===== src/rtl/game_pkg.sv =====
`default_nettype none
// ----------------------------------------------------------------------------
// game_pkg : shared screen geometry, coordinate widths and FSM encoding
// Rev 1.0
// ----------------------------------------------------------------------------
package game_pkg;

  localparam int c_screen_w    = 640;
  localparam int c_screen_h    = 480;
  localparam int c_x_w         = 10;
  localparam int c_y_w         = 9;
  localparam int c_proj_w      = 10;
  localparam int c_proj_h      = 15;
  localparam int c_num_entries = 5;

  typedef enum logic [1:0] {
    ST_IDLE  = 2'd0,
    ST_SPAWN = 2'd1,
    ST_MOVE  = 2'd2,
    ST_HIT   = 2'd3
  } state_t;

endpackage
`default_nettype wire


===== src/rtl/proj_slot.sv =====
`default_nettype none
// ----------------------------------------------------------------------------
// proj_slot : one projectile slot with load/move/kill control and hit flags
// Rev 1.0
// ----------------------------------------------------------------------------
module proj_slot
  import game_pkg::*;
#(
  parameter int PROJ_SPEED = 4,
  parameter int SCREEN_H   = c_screen_h
) (
  input  logic             clk,
  input  logic             rst,
  input  logic             load,
  input  logic [c_x_w-1:0] load_x,
  input  logic [c_y_w-1:0] load_y,
  input  logic [c_x_w-1:0] load_w,
  input  logic [c_y_w-1:0] load_h,
  input  logic             move,
  input  logic             kill,
  input  logic [c_x_w-1:0] player_x,
  input  logic [c_y_w-1:0] player_y,
  input  logic [c_x_w-1:0] player_w,
  input  logic [c_y_w-1:0] player_h,
  input  logic [c_x_w-1:0] pix_x,
  input  logic [c_y_w-1:0] pix_y,
  output logic             active,
  output logic             offscreen,
  output logic             hits_player,
  output logic             covers_pixel
);

  logic             active_q, active_d;
  logic [c_x_w-1:0] x_q, x_d, w_q, w_d;
  logic [c_y_w-1:0] y_q, y_d, h_q, h_d;
  logic [9:0]       y_next;
  logic [10:0]      sx_end, px_end, sy_end, py_end;

  // Advance is evaluated one bit wider so a wrap past 511 cannot hide a retire.
  assign y_next = {1'b0, y_q} + 10'(PROJ_SPEED);
  assign sx_end = {1'b0, x_q} + {1'b0, w_q};
  assign px_end = {1'b0, player_x} + {1'b0, player_w};
  assign sy_end = {2'b0, y_q} + {2'b0, h_q};
  assign py_end = {2'b0, player_y} + {2'b0, player_h};

  assign active       = active_q;
  assign offscreen    = active_q && (y_next >= 10'(SCREEN_H));
  assign hits_player  = active_q && ({1'b0, x_q} < px_end) && ({1'b0, player_x} < sx_end)
                        && ({2'b0, y_q} < py_end) && ({2'b0, player_y} < sy_end);
  assign covers_pixel = active_q && (pix_x >= x_q) && ({1'b0, pix_x} < sx_end)
                        && (pix_y >= y_q) && ({2'b0, pix_y} < sy_end);

  always_comb begin
    active_d = active_q;
    x_d      = x_q;
    y_d      = y_q;
    w_d      = w_q;
    h_d      = h_q;
    if (load) begin
      active_d = 1'b1;
      x_d      = load_x;
      y_d      = load_y;
      w_d      = load_w;
      h_d      = load_h;
    end else if (kill) begin
      active_d = 1'b0;
    end else if (move && active_q) begin
      y_d = y_next[c_y_w-1:0];
    end
  end

  always_ff @(posedge clk) begin
    if (rst) begin
      active_q <= 1'b0;
      x_q      <= '0;
      y_q      <= '0;
      w_q      <= '0;
      h_q      <= '0;
    end else begin
      active_q <= active_d;
      x_q      <= x_d;
      y_q      <= y_d;
      w_q      <= w_d;
      h_q      <= h_d;
    end
  end

endmodule
`default_nettype wire


===== src/rtl/boss_proj_manager.sv =====
`default_nettype none
// ----------------------------------------------------------------------------
// boss_proj_manager : captures boss volleys into a slot pool, moves and retires them
// Rev 1.0
// ----------------------------------------------------------------------------
module boss_proj_manager
  import game_pkg::*;
#(
  parameter int NUM_SLOTS  = 16,
  parameter int PROJ_SPEED = 4,
  parameter int SCREEN_H   = c_screen_h
) (
  input  logic       clk_master,
  input  logic       rst,
  input  logic       pulse_frame,
  input  logic       bossShoot,
  input  logic [9:0] proj1X,
  input  logic [8:0] proj1Y,
  input  logic [9:0] proj2X,
  input  logic [8:0] proj2Y,
  input  logic [9:0] proj3X,
  input  logic [8:0] proj3Y,
  input  logic [9:0] proj4X,
  input  logic [8:0] proj4Y,
  input  logic [9:0] proj5X,
  input  logic [8:0] proj5Y,
  input  logic [9:0] projW,
  input  logic [8:0] projH,
  input  logic [9:0] playerX,
  input  logic [8:0] playerY,
  input  logic [9:0] playerW,
  input  logic [8:0] playerH,
  input  logic [9:0] pixX,
  input  logic [8:0] pixY,
  output logic       projPixel,
  output logic       playerHit,
  output logic [4:0] activeCount,
  output logic [7:0] dropCount,
  output logic       busy
);

  state_t                          state_q, state_d;
  logic [2:0]                      idx_q, idx_d;
  logic                            move_pending_q, move_pending_d;
  logic [c_num_entries-1:0][9:0]   buf_x_q, buf_x_d;
  logic [c_num_entries-1:0][8:0]   buf_y_q, buf_y_d;
  logic [9:0]                      buf_w_q, buf_w_d;
  logic [8:0]                      buf_h_q, buf_h_d;
  logic [7:0]                      drop_count_q, drop_count_d;
  logic [4:0]                      active_count_q, active_count_d;
  logic                            proj_pixel_q, proj_pixel_d;

  logic [c_num_entries-1:0][9:0]   entry_x;
  logic [c_num_entries-1:0][8:0]   entry_y;
  logic [NUM_SLOTS-1:0]            active_vec, offscreen_vec, hits_vec, covers_vec;
  logic [NUM_SLOTS-1:0]            free_vec, load_vec, kill_vec;
  logic                            free_found, spawn_req, move_en, hit_en;

  assign entry_x = {proj5X, proj4X, proj3X, proj2X, proj1X};
  assign entry_y = {proj5Y, proj4Y, proj3Y, proj2Y, proj1Y};

  always_comb begin
    state_d        = state_q;
    idx_d          = idx_q;
    move_pending_d = move_pending_q;
    buf_x_d        = buf_x_q;
    buf_y_d        = buf_y_q;
    buf_w_d        = buf_w_q;
    buf_h_d        = buf_h_q;
    drop_count_d   = drop_count_q;
    spawn_req      = 1'b0;
    move_en        = 1'b0;
    hit_en         = 1'b0;
    case (state_q)
      ST_IDLE: begin
        if (bossShoot) begin
          buf_x_d        = entry_x;
          buf_y_d        = entry_y;
          buf_w_d        = projW;
          buf_h_d        = projH;
          idx_d          = 3'd0;
          move_pending_d = pulse_frame;
          state_d        = ST_SPAWN;
        end else if (pulse_frame) begin
          state_d = ST_MOVE;
        end
      end
      ST_SPAWN: begin
        if (pulse_frame) move_pending_d = 1'b1;
        // (0,0) marks an unused entry in the volley.
        if (buf_x_q[idx_q] != 10'd0 || buf_y_q[idx_q] != 9'd0) begin
          if (free_found) spawn_req = 1'b1;
          else if (drop_count_q != 8'hFF) drop_count_d = drop_count_q + 8'd1;
        end
        if (idx_q == 3'd4) begin
          state_d        = (move_pending_q || pulse_frame) ? ST_MOVE : ST_IDLE;
          move_pending_d = 1'b0;
        end else begin
          idx_d = idx_q + 3'd1;
        end
      end
      ST_MOVE: begin
        move_en = 1'b1;
        state_d = ST_HIT;
      end
      ST_HIT: begin
        hit_en  = 1'b1;
        state_d = ST_IDLE;
      end
      default: state_d = ST_IDLE;
    endcase
  end

  // Lowest-index free slot wins.
  always_comb begin
    free_vec   = ~active_vec;
    free_found = 1'b0;
    load_vec   = '0;
    for (int i = 0; i < NUM_SLOTS; i++) begin
      if (!free_found && free_vec[i]) begin
        load_vec[i] = spawn_req;
        free_found  = 1'b1;
      end
    end
  end

  always_comb begin
    active_count_d = '0;
    for (int i = 0; i < NUM_SLOTS; i++) active_count_d = active_count_d + 5'(active_vec[i]);
  end

  assign kill_vec     = ({NUM_SLOTS{move_en}} & offscreen_vec) | ({NUM_SLOTS{hit_en}} & hits_vec);
  assign proj_pixel_d = |covers_vec;

  for (genvar g = 0; g < NUM_SLOTS; g++) begin : g_slot
    proj_slot #(
      .PROJ_SPEED (PROJ_SPEED),
      .SCREEN_H   (SCREEN_H)
    ) u_slot (
      .clk          (clk_master),
      .rst          (rst),
      .load         (load_vec[g]),
      .load_x       (buf_x_q[idx_q]),
      .load_y       (buf_y_q[idx_q]),
      .load_w       (buf_w_q),
      .load_h       (buf_h_q),
      .move         (move_en),
      .kill         (kill_vec[g]),
      .player_x     (playerX),
      .player_y     (playerY),
      .player_w     (playerW),
      .player_h     (playerH),
      .pix_x        (pixX),
      .pix_y        (pixY),
      .active       (active_vec[g]),
      .offscreen    (offscreen_vec[g]),
      .hits_player  (hits_vec[g]),
      .covers_pixel (covers_vec[g])
    );
  end

  always_ff @(posedge clk_master) begin
    if (rst) begin
      state_q        <= ST_IDLE;
      idx_q          <= '0;
      move_pending_q <= 1'b0;
      buf_x_q        <= '0;
      buf_y_q        <= '0;
      buf_w_q        <= '0;
      buf_h_q        <= '0;
      drop_count_q   <= '0;
      active_count_q <= '0;
      proj_pixel_q   <= 1'b0;
    end else begin
      state_q        <= state_d;
      idx_q          <= idx_d;
      move_pending_q <= move_pending_d;
      buf_x_q        <= buf_x_d;
      buf_y_q        <= buf_y_d;
      buf_w_q        <= buf_w_d;
      buf_h_q        <= buf_h_d;
      drop_count_q   <= drop_count_d;
      active_count_q <= active_count_d;
      proj_pixel_q   <= proj_pixel_d;
    end
  end

  assign projPixel   = proj_pixel_q;
  assign playerHit   = hit_en && (|hits_vec);
  assign activeCount = active_count_q;
  assign dropCount   = drop_count_q;
  assign busy        = (state_q != ST_IDLE);

endmodule
`default_nettype wire


===== config.mk =====
export PLATFORM = sky130hd
export DESIGN_NAME = boss_proj_manager
export DESIGN_NICKNAME = d
export VERILOG_FILES = /design/src/rtl/game_pkg.sv /design/src/rtl/proj_slot.sv /design/src/rtl/boss_proj_manager.sv
export SDC_FILE = /design/constraint.sdc
export NUM_CORES = 2
export LEC_CHECK = 0
export ABC_AREA = 0
export CAP_MARGIN = 20
export CORE_MARGIN = 3
export CORE_UTILIZATION = 55
export CTS_CLUSTER_SIZE = 24
export DETAILED_ROUTE_END_ITERATION = 8
export PLACE_DENSITY = 0.75
export SLEW_MARGIN = 20
export SYNTH_ARGS = -nofsm -noshare
export SYNTH_HDL_FRONTEND = slang
export SYNTH_SLANG_ARGS = --single-unit

===== constraint.sdc =====
create_clock -name clk_master -period 7.1 [get_ports clk_master]
set_input_delay 1.42 -clock clk_master [delete_from_list [all_inputs] [get_ports clk_master]]
set_output_delay 1.42 -clock clk_master [all_outputs]
set_load 0.01 [all_outputs]

### Word level (Yosys, flattened, before mapping)

Cells that the tools add are included.

* $add $sub $neg: 67
* multiply operators: 0
* divide/modulo/power cells: 0
* $lt $le $gt $ge: 145
* eq/ne operators: 26
* shifts and indexed selects: 0
* mux-type cells: 133
* bitwise operators: 5
* reduce and logical (&&, ||, !) cells: 253

Operators with widths (count)
* < comparator 10 x 11 -> 1 bit: 48
* < comparator 9 x 11 -> 1 bit: 48
* 2-to-1 mux 9 bit: 49
* adder 10 x 10 -> 11 bit: 17
* logical AND 1 bit: 176
* adder 9 x 9 -> 10 bit: 17
* adder 9 x 3 -> 10 bit (second input constant): 16
* >= comparator 10 bit: 16
* >= comparator 10 x 9 -> 1 bit (second input constant): 16
* >= comparator 9 bit: 16
* 2-to-1 mux 1 bit: 72
* nonzero test 2 bit: 34
* adder 5 x 1 -> 5 bit: 11
* AND reduction 2 bit: 18
* bitwise AND 16 bit: 2
* != test 2 x 1 -> 1 bit (second input constant): 16
* OR reduction 16 bit: 2
* binary-select mux 10 bit (select 3 bit): 1
* binary-select mux 9 bit (select 3 bit): 1
* inverter 16 bit: 1
* OR 16 bit: 1
* logical NOT 1 bit: 15
* 2-to-1 mux 10 bit: 1
* nonzero test 10 bit: 1
* 24 further kinds: 34

* flip-flop bits (word level): 758
* latch bits: 0
* RAM bits: 0
* memory bits (read-only): 0
* input port bits: 175
* output and inout bits: 16
* memories kept: 0

### Depth between registers and ports, before layout

* depth in word-level cells: 53
* gate-level depth with buffers: 21

### Modules after synthesis

Synthesis repeated with hierarchy kept, for this count alone.

* cells, all modules: 9278
* area, all modules: 79074.6 um^2

By module, submodules not included
* proj_slot (g_slot[0].u_slot ...): times used 9, cells each 528, area an instance 4530.6 um^2, sequential area each 780.7 um^2
* proj_slot (g_slot[14].u_slot ...): times used 7, cells each 527, area an instance 4528.1 um^2, sequential area each 780.7 um^2
* boss_proj_manager: times used 1, cells each 837, area an instance 6602.6 um^2, sequential area each 2682.6 um^2

### Worst setup path before layout

No wires, ideal clock.

* path type: input -> output
* from: input port playerX[4]
* to: output port playerHit
* arrival: 5631 ps
* required time: 5680 ps
* slack: 49 ps
* cell stages on the path: 17
* path buffers: 1
* path through: ha_1 a21o_1 a31o_2 o21a_1 clkbuf_1 o21ai_0 nand2b_1 xnor2_1 ha_1 nand3_1 a21oi_1 a2111o_1 maj3_1 a2111o_1 nand4_1 nor4_1 a31oi_1

* word-level cells in the longest chain between the ends: 8

RTL lines
* from (decl): RTL line boss_proj_manager.sv:29 `input logic [9:0] playerX,`
* adder 10 x 10 -> 11 bit: RTL line proj_slot.sv:42 `assign px_end = {1'b0, player_x} + {1'b0, player_w};`
* < comparator 10 x 11 -> 1 bit: RTL line proj_slot.sv:48 `assign hits_player = active_q && ({1'b0, x_q} < px_end) && ({1'b0, player_x} < sx_end)`
* logical AND 1 bit (2 in a row): RTL line proj_slot.sv:48
* logical AND 1 bit (2 in a row): RTL line proj_slot.sv:49 `&& ({2'b0, y_q} < py_end) && ({2'b0, player_y} < sy_end);`
* OR reduction 16 bit *: RTL line boss_proj_manager.sv:189 `assign playerHit = hit_en && (|hits_vec);`
* logical AND 1 bit *: RTL line boss_proj_manager.sv:189
* to (decl): RTL line boss_proj_manager.sv:36 `output logic playerHit,`

Mark *: on every way between the ends. The rest lies on a longest branch, timed or not.

### Worst setup path after layout

* from: input port playerW[4]
* to: output port playerHit

* word-level cells in the longest chain between the ends: 8

RTL lines
* from (decl): RTL line boss_proj_manager.sv:31 `input logic [9:0] playerW,`
* adder 10 x 10 -> 11 bit *: RTL line proj_slot.sv:42
* < comparator 10 x 11 -> 1 bit: RTL line proj_slot.sv:48
* logical AND 1 bit (2 in a row): RTL line proj_slot.sv:48
* logical AND 1 bit (2 in a row): RTL line proj_slot.sv:49
* OR reduction 16 bit *: RTL line boss_proj_manager.sv:189
* logical AND 1 bit *: RTL line boss_proj_manager.sv:189

Marks and branches as above.

==> flow_metrics.py <==
metrics = {
    "setup_path": {
        "rr_endpoint": "g_slot[13].u_slot.x_q[4]",
        "crit_path_end_kind": "output port",
        "worstPathArrival_ps": 5570,
        "crit_type": "in2out",
        "worst_setup_path_start_kind": "primary input",
        "worst-path-max-fanout": 6,
        "cp_data_required_time_ps": 5680,
        "worstReg2RegStart": "idx_q[2]",
        "worst_r2r_path_depth": 13,
        "rrSetupSlack_ps": 2150,
    },
    "timing": {
        "slew_violations": 0,
        "finalHoldViolCount": 0,
        "timing.fmax_mhz": 143,
        "layout_min_cycle_time_ps": 6990,
        "slew_headroom_pct": 20.2,
        "setup_viol": 0,
        "tightest_slew_ps": 1200,
        "final.setup.tns_ps": 0,
        "clock_skew_ps": 38.5,
        "finalCritPeriodShare_pct": 98.4,
        "setup_ws_ps": 115,
    },
    "pwr": {
        "power.leakage_nw": 30.3,
        "power_density_nw_per_um2": 167,
        "irDropWorstVdd_mv": 0.186,
    },
    "clock_network": {
        "insertion_delay_ps": 700,
        "h-tree-depth": 3,
        "cts_root_buf": "clkbuf_16",
        "cts.sinks": 758,
        "clk_pin_slew_ps": 60,
        "holdBufCountCts": 0,
        "cts_tree": "done",
        "cts_buffers": 87,
        "cts_buffer_depth": 3,
    },
    "die": {
        "die_w_um": 352,
        "core_area_um2": 118000,
        "start_util_pct": 55.6,
        "die_h_um": 352,
        "dieArea_um2": 124000,
        "ios": 191,
        "core.rowCount": 126,
    },
    "global_route": {
        "first_global_vias": 61000,
        "grt_use_total_pct": 35.9,
        "antenna_found_initial": 7,
        "grt_max_degree": 213,
        "grt_pass1_wl_um": 349000,
        "grt-ovfl-total": 0,
    },
    "yosys": {
        "synth_edf_count": 0,
        "ys_ff_latch": 758,
        "ys_types": 91,
        "syn_area_per_cell_um2": 8.18,
        "syn_nets": 9705,
        "yosys_warnings": 0,
        "synth_seq_area_share_pct": 23.1,
        "ys.flop_type": "dfxtp_1",
        "synth_area_um2": 65800,
        "postSynthCellCount": 8049,
        "async_flop_share_pct": 0,
    },
    "finish": {
        "mostFrequentLayoutCells": "1420 x ha_1, 1073 x nand2_1, 900 x a21oi_1, 745 x dfxtp_1, 583 x nor2_1",
        "num-fill-cells": 10100,
        "final_nets": 9957,
        "layout_commonest_cell": "ha_1",
        "layout-drive-gt1-share_pct": 7.69,
        "area_delta_synth_final_pct": 13.2,
    },
    "worst_hold_path": {
        "min_from": "buf_y_q[6]",
        "whs_path_depth": 2,
        "min_to": "buf_y_q[6]",
        "min_path_type": "reg2reg",
    },
    "run": {
        "maxCapViolCount": 0,
    },
    "route": {
        "routedWlPerCell_um": 23.2,
        "drt_wl_total_um": 232000,
        "firstDrtPassIters": 7,
        "vias_per_cell": 6.28,
        "ant_nets": 0,
        "num_vias": 62700,
        "drt-initial-drc-count": 5703,
        "drc": 0,
    },
    "placement": {
        "hpwl_um": 170000,
        "gp_congestion": 0.975,
        "port_buffers": 190,
        "dp_slack_ps": -498,
    },
    "status": {
        "status": "finished, final reports clean",
    },
}
## cell type report
| class | count | area, um2 | share of cell area (%) |
|---|---|---|---|
| multi-input cells | 6515 | 48300 | 64.8 |
| flip-flops and latches | 758 | 15200 | 20.4 |
| repair buffers | 486 | 4270 | 5.73 |
| clock buffers | 112 | 2400 | 3.22 |
| well taps | 1600 | 2000 | 2.69 |
| inverters | 453 | 1700 | 2.28 |
| clock inverters | 47 | 618 | 0.829 |
| diodes | 7 | 17.5 | 0.0235 |
## critical path, stage by stage
cell	delay, ps
dlygate4sd2_1	270
ha_1	330
a21o_1	210
a31o_2	230
o21a_1	200
o21ai_2	130
nand2b_1	100
xnor2_2	210
buf_12	170
buf_4	120
ha_4	200
nand3_2	80
o21ai_1	60
a2111o_1	400
maj3_2	320
a2111o_1	420
nand4_1	180
nor4_4	80
a31oi_1	190
buf_4	230
## kinds of logic (layout without fill, tap and decap cells)
group                      count (synthesis)  in the layout  synth area share [%]
AOI/OAI and AO/OA                       2375           2375                  22.9
and+or+nand+nor                         2236           2236                  14.9
adders and majority gates               1494           1494                  28.9
buffers and inverters                    776           1098                  4.81
DFF                                      758            758                  23.1
xor gates and xnor gates                 351            351                  4.67
muxes                                     59             59                 0.905
other                                      0              7                     0
## timing repair
item / in CTS / in global routing
resized for setup: 88 / 74
gates cloned: 1 / 0
setup buffers: 9 / 10
setup endpoints to repair: 1 / 1
pin swaps: 34 / 45
## flip-flops by register name, summed over array words and instances (netlist names), 10 cells and up
| signal | cells |
|---|---|
| buf_w_q | 10 |
| buf_x_q | 50 |
| buf_y_q | 45 |
| g_slot.u_slot.active | 16 |
| g_slot.u_slot.h_q | 144 |
| g_slot.u_slot.w_q | 160 |
| g_slot.u_slot.x_q | 160 |
| g_slot.u_slot.y_q | 144 |
## per-layer routing
| layer | GRT usage (%) | routed length, um | share of wire, % | vias to the layer above |
|---|---|---|---|---|
| met5 | 0 | 0 | 0 | - |
| li1 | - | - | - | 29400 |
| met2 | 56.7 | 101000 | 43 | 2867 |
| met1 | 45.4 | 93000 | 40 | 29600 |
| met3 | 7.29 | 23300 | 10 | 783 |
| met4 | 20.5 | 14700 | 6.3 | 0 |
## cell usage after synthesis (62+ instances only)
cell type / instances / area share, %
clkbuf_1: 223 / 1.3
nor2_1: 585 / 3.3
o21a_1: 97 / 1.1
xor2_1: 152 / 2.0
dfxtp_1: 758 / 23
xnor2_1: 199 / 2.6
nor3_1: 72 / 0.55
nand3_1: 97 / 0.74
nand2_1: 1075 / 6.1
o21ai_0: 328 / 2.5
a21o_1: 217 / 2.5
a21oi_1: 921 / 7.0
a211oi_1: 345 / 3.9
nor2b_1: 62 / 0.59
ha_1: 1437 / 27
inv_1: 450 / 2.6
nand2b_1: 154 / 1.5
## where the power goes
part	total [W]	leakage (nW)	switching, W	internal, W
clock	0.00486	1.44	0.00205	0.00281
sequential	0.00460	6.13	0.000235	0.00437
combinational	0.00297	22.7	0.00185	0.00112
total	0.0124	30.3	0.00413	0.00830
## through the flow
stage               hold slack (ps)  util [%]  area, um2  cells  power [W]
floorplan                       436         -      65800   8049    0.00612
global placement                441      59.6      70600   9791    0.00734
detailed placement              446      59.7      70600   9793    0.00745
CTS                             454      62.6      74100   9961     0.0123
global route                    471      62.9      74500   9971     0.0129
finish                          453      62.9      74500   9978     0.0124
## how the worst max path moves through the flow
| stage | startpoint | endpoint | slack [ps] | cells past startpoint |
|---|---|---|---|---|
| 2_1_floorplan | playerX[4] | playerHit | 50 | 17 |
| 3_3_place_gp | playerY[0] | playerHit | -400 | 22 |
| 3_5_place_dp | playerY[0] | playerHit | -500 | 23 |
| 4_1_cts | playerX[0] | playerHit | 3 | 21 |
| 5_1_grt | playerY[2] | playerHit | -30 | 24 |
| 6_report | playerW[4] | playerHit | 110 | 20 |
Power figures use the tool's default switching activity.
